--- src/rtl/lut_neuron_bank.sv ---
// ---------------------------------------------------------------------------
// lut_neuron_bank
//
// Bank of NUM_NEURONS runtime-programmable LUT neurons. Each neuron maps its
// IN_BITS input slice to an OUT_BITS result through its own truth table of
// 2**IN_BITS entries. Tables live in registers and are rewritten through the
// cfg_* port, so a layer can be retrained without resynthesis. Results leave
// through a single registered valid/ready stage.
//
// Ports
//   clk         in   clock, all logic on the rising edge
//   rst_n       in   synchronous reset, active-low
//   s_valid     in   input vector valid
//   s_ready     out  bank can accept an input vector
//   s_data      in   neuron n input  = s_data[n*IN_BITS +: IN_BITS]
//   m_valid     out  output vector valid
//   m_ready     in   downstream accepts the output
//   m_data      out  neuron n output = m_data[n*OUT_BITS +: OUT_BITS]
//   cfg_we      in   table write strobe, one entry per cycle
//   cfg_neuron  in   target neuron index
//   cfg_addr    in   target table entry
//   cfg_data    in   entry value
//   cfg_err     out  sticky: a write addressed a neuron that does not exist
//   out_count   out  number of output handshakes, wraps at 16 bits
// ---------------------------------------------------------------------------
module lut_neuron_bank #(
    parameter int IN_BITS     = 5,
    parameter int OUT_BITS    = 1,
    parameter int NUM_NEURONS = 4,
    parameter int NIDX_W      = 2
) (
    input  logic                            clk,
    input  logic                            rst_n,
    input  logic                            s_valid,
    output logic                            s_ready,
    input  logic [NUM_NEURONS*IN_BITS-1:0]  s_data,
    output logic                            m_valid,
    input  logic                            m_ready,
    output logic [NUM_NEURONS*OUT_BITS-1:0] m_data,
    input  logic                            cfg_we,
    input  logic [NIDX_W-1:0]               cfg_neuron,
    input  logic [IN_BITS-1:0]              cfg_addr,
    input  logic [OUT_BITS-1:0]             cfg_data,
    output logic                            cfg_err,
    output logic [15:0]                     out_count
);

    localparam int DEPTH = 2 ** IN_BITS;

    logic [OUT_BITS-1:0]             tbl [NUM_NEURONS][DEPTH];
    logic [NUM_NEURONS*OUT_BITS-1:0] lookup;
    logic [NUM_NEURONS-1:0]          cfg_hit;
    logic                            accept;

    // The output register is the only buffer, so a new vector may enter
    // whenever it is empty or is being drained on this same edge.
    assign s_ready = !m_valid || m_ready;
    assign accept  = s_valid && s_ready;

    // NOTE: every variable driven in always_comb gets a default first, so no
    // path can leave it unassigned and infer a latch.
    always_comb begin
        lookup = '0;
        for (int n = 0; n < NUM_NEURONS; n++) begin
            lookup[n*OUT_BITS +: OUT_BITS] = tbl[n][s_data[n*IN_BITS +: IN_BITS]];
        end
    end

    // One-hot decode of the write target. Comparing against each neuron
    // index, rather than indexing the table with cfg_neuron directly, keeps
    // an out-of-range index from aliasing onto a real neuron.
    always_comb begin
        cfg_hit = '0;
        for (int n = 0; n < NUM_NEURONS; n++) begin
            cfg_hit[n] = cfg_we && (cfg_neuron == NIDX_W'(n));
        end
    end

    // Truth tables. The lookup above reads the current register contents,
    // so a write and an accept on the same edge see the old entry.
    // NOTE: the tables are deliberately cleared on reset so a freshly reset
    // bank produces all-zero results; this forbids mapping them onto RAM,
    // which is acceptable at this table size.
    always_ff @(posedge clk) begin
        if (!rst_n) begin
            for (int n = 0; n < NUM_NEURONS; n++) begin
                for (int a = 0; a < DEPTH; a++) begin
                    tbl[n][a] <= '0;
                end
            end
        end else begin
            for (int n = 0; n < NUM_NEURONS; n++) begin
                if (cfg_hit[n]) begin
                    tbl[n][cfg_addr] <= cfg_data;
                end
            end
        end
    end

    // Registered output stage. A held vector keeps m_data untouched; after
    // a drain with no new accept only m_valid falls.
    // NOTE: sequential state uses non-blocking assignments so every register
    // samples pre-edge values regardless of statement order.
    always_ff @(posedge clk) begin
        if (!rst_n) begin
            m_valid <= 1'b0;
            m_data  <= '0;
        end else if (accept) begin
            m_valid <= 1'b1;
            m_data  <= lookup;
        end else if (m_ready) begin
            m_valid <= 1'b0;
        end
    end

    // Sticky error for writes to a neuron that does not exist, and the
    // free-running handshake counter (wraps naturally at 16 bits).
    always_ff @(posedge clk) begin
        if (!rst_n) begin
            cfg_err   <= 1'b0;
            out_count <= '0;
        end else begin
            if (cfg_we && !(|cfg_hit)) begin
                cfg_err <= 1'b1;
            end
            if (m_valid && m_ready) begin
                out_count <= out_count + 16'd1;
            end
        end
    end

endmodule

--- config.mk ---
export PLATFORM = sky130hd
export DESIGN_NAME = lut_neuron_bank
export DESIGN_NICKNAME = d
export VERILOG_FILES = /design/src/rtl/lut_neuron_bank.sv
export SDC_FILE = /design/constraint.sdc
export NUM_CORES = 1
export LEC_CHECK = 0
export BUFFER_PORTS_ARGS = -buffer_cell sky130_fd_sc_hd__buf_2
export CORE_MARGIN = 10
export CORE_UTILIZATION = 55
export CTS_CLUSTER_SIZE = 24
export DETAILED_ROUTE_END_ITERATION = 10
export PLACE_DENSITY = 0.74
export SLEW_MARGIN = 0
export SYNTH_ARGS = -nofsm -noshare
export SYNTH_HDL_FRONTEND = slang
export SYNTH_SLANG_ARGS = --single-unit
--- constraint.sdc ---
create_clock -name clk -period 1.65 [get_ports clk]
set_input_delay 0 -clock clk [delete_from_list [all_inputs] [get_ports clk]]
set_output_delay 0 -clock clk [all_outputs]
set_load 0.02 [all_outputs]
==> run_results.csv <==
group,metric,value,unit
logic_synthesis,yosys-top-cells-area,"edfxtp_1 (26%), dfxtp_1 (23%), mux2i_1 (16%), nor2b_1 (5.6%), o21ai_0 (5.2%)",
timing,finalWorstSetupSlack,86.7,ps
setup_path,end_kind,"register",
job,maxCapViolations,0,
clock_network,post_cts_buffers,0,
setup_path,slowest_delay,380,ps
logic_synthesis,synth_top_area_share,0.258,
logic_synthesis,netlist_area,7550,µm²
clock_network,cts.clk_slew.worst_paths,60,ps
pwr,p_sw,1.89,mW
global_route,grt_usage,0.210,
timing,rsz0062_at_grt,"false",
logic_synthesis,ys.warnings.count,0,
pwr,leakage,3.04,nW
placed_design,place_ws,9.03,ps
floorplan,die_h,137,µm
min_path,hp-class,"input pin to register",
setup_path,critPathRequiredTime,1970,ps
logic_synthesis,synth_top_area_cell,"edfxtp_1",
logic_synthesis,ys_types,38,
logic_synthesis,synth_commonest_cells,"mux2i_1 (118), nor2_1 (104), dfxtp_1 (85), o21ai_0 (78), nand2_1 (69)",
timing,post-route-min-period,1560,ps
clock_network,cts.root.buffer_cell,"clkbuf_16",
detailed_routing,drt_pass1_iterations,6,
clock_network,clock_latency,430,ps
timing,setup_tns,0,ps
timing,tightest_slew,576,ps
global_route,antenna_found_initial,0,
placed_design,hpwlAfterDp,12700,µm
floorplan,dieArea,18800,µm²
floorplan,start_util,0.566,
logic_synthesis,synthFlopType,"dfxtp_1",
detailed_routing,drc,0,
setup_path,cp-start-kind,"register",
global_route,grt_pass1_vias,5824,
logic_synthesis,syn_area_per_cell,9.71,µm²
setup_path,crit_family,"simple AND/OR/NAND/NOR gates",
placed_design,io_buffers,55,
placed_design,place.gp.congestion,0.829,
floorplan,io_pins,56,
logic_synthesis,ys_seq_elements,150,
clock_network,clock_sinks,150,
final_layout,area_growth,14.5,%
floorplan,fp.coreArea,13300,µm²
detailed_routing,drtIter0Drc,651,
final_layout,final_net_count,864,
timing,slew-limit-headroom,0.616,
pwr,p_seq_frac,0.477,
clock_network,h-tree-depth,4,
logic_synthesis,synth-seq-area-share,0.484,
logic_synthesis,synthArstFlopShare,0,
setup_path,path_cells,"ha_1 > nand4_1 > nor2_1 > nand4_1 > xnor2_1 > and2_1",
pwr,irDropWorstVdd,0.000695,V
pwr,intPower,6.55,mW
clock_network,cts_buffers,17,
logic_synthesis,synth-edff-count,65,
detailed_routing,vias,5866,
setup_path,arrival,1880,ps
floorplan,die_x,137,µm
pwr,clockPowerShare,0.445,
timing,slew_viol_final,0,
detailed_routing,antenna_left,0,
clock_network,clk_path_buf_depth,2,
floorplan,rows,42,
pwr,switching_share,0.224,
setup_path,slowest_stage,"dfxtp_1",
pwr,p_per_area,976,nW/µm²
timing,setup_violations,0,
setup_path,cp_common_cell,"nand4_1",
pwr,total_power,8.44,mW
timing,fmax,640,MHz
timing,skew,3.99,ps
timing,finalHoldViolCount,0,
setup_path,crit_type,"register to register",
clock_network,cts_tree,"built",
setup_path,crit_buf_inv,0,
logic_synthesis,synth.most_common_cell,"mux2i_1",
final_layout,drive_above_1_share,0.134,
detailed_routing,viasPerCell,5.76,
detailed_routing,totalWireLength,19600,µm
final_layout,num_antenna_cells,0,
global_route,overflow,0,
timing,post-route-period-util,0.947,
setup_path,crit_fanout,5,
global_route,grt_max_degree,151,
detailed_routing,wire_per_inst,19.3,µm
outcome,outcome,"finished, final reports clean",
global_route,grt_pass1_wl,30400,µm
logic_synthesis,syn_nets,812,
pwr,combPwrFrac,0.078,
logic_synthesis,synth_cells,778,
-- flip-flops by register name, summed over array words and instances (netlist names) --
| signal | cells |
|---|---|
| cfg_err | 1 |
| m_data | 4 |
| m_valid | 1 |
| out_count | 16 |
| tbl | 128 |
-- layout make-up --
| cell class | count | area, µm² |
|---|---|---|
| clock buffer | 29 | 531 |
| clock inverter | 3 | 40.0 |
| fill | 1094 | 4700 |
| inverter | 2 | 7.51 |
| multi-input combinational | 575 | 3640 |
| sequential | 150 | 3650 |
| tap | 176 | 220 |
| timing repair buffer | 84 | 553 |
-- metal layers --
metal / vias to the layer above / routed length, µm / share of wire / global-route usage
met3: 45 / 1090 / 0.055 / 0.0510
li1: 2821 / - / - / -
met1: 2811 / 8180 / 0.42 / 0.251
met5: - / 0 / 0 / 0
met2: 189 / 9730 / 0.50 / 0.348
met4: 0 / 633 / 0.032 / 0.102
-- per-stage QoR --
step | instance area, µm² | cells | hold WS [ps] | utilization
floorplan | 7550 | 778 | 139 | -
global placement | 7940 | 974 | 275 | 0.595
detailed placement | 7940 | 974 | 298 | 0.595
CTS | 8640 | 1019 | 39.8 | 0.648
global route | 8650 | 1019 | 84.8 | 0.648
finish | 8650 | 1019 | 44.7 | 0.648
-- worst min-delay path, cell delays in order --
cell and delay [ps]:
buf_2 110, nor2_1 80, nand2_1 60, nand3_1 60, a31oi_1 120
-- power groups by stage --
stage | sequential (mW) | combinational, mW | clock, mW
global route | 4.03 | 0.714 | 3.94
global placement | 4.10 | 0.604 | 0
detailed placement | 4.10 | 0.624 | 0
floorplan | 4.11 | 0.414 | 0
CTS | 4.03 | 0.651 | 3.76
finish | 4.03 | 0.661 | 3.75
-- timing repair --
item | 4_1_cts | 5_1_grt
gates resized for setup | 1 | 2
hold buffers | 13 | 0
endpoints found under the setup margin | 1 | 5
pin swaps | 0 | 2
hold endpoints to repair | 11 | 0
-- kinds of logic after synthesis --
kind of cell / Yosys count / synth area share
buffers and inverters: 53 / 0.0360
xor gates and xnor gates: 14 / 0.0162
DFF: 150 / 0.484
muxes: 118 / 0.156
and+or+nand+nor: 307 / 0.203
AOI/OAI and AO/OA: 135 / 0.102
adders and majority gates: 1 / 0.00166
-- final timing paths --
path                                    from             to  slack [ps]  cells after the start
worst max-delay path            out_count[0]  out_count[10]          90                      6
worst min-delay path              s_data[17]      m_data[3]          40                      5
worst max register to register  out_count[0]  out_count[10]          90                      6
worst min register to register       cfg_err        cfg_err         450                      1
-- layout by cell type (no fill, tap or decap), drive strengths merged --
cell,count
xor2,6
ha,1
nand2,69
clkinv,2
bufinv,1
a21boi,12
nand2b,9
a211oi,4
inv,2
o31ai,1
nor2b,67
and2,18
a22oi,16
o21ai,78
nor2,105
clkbuf,29
a31oi,12
nor4,1
nor3b,3
xnor2,8
nor3,3
or3,1
buf,71
a21oi,12
dlygate4sd3,13
nand4,6
dfxtp,85
nand4b,2
edfxtp,65
and3,8
mux2i,118
and3b,3
nand3,12
No activity file was read; power rests on OpenSTA's default activity.
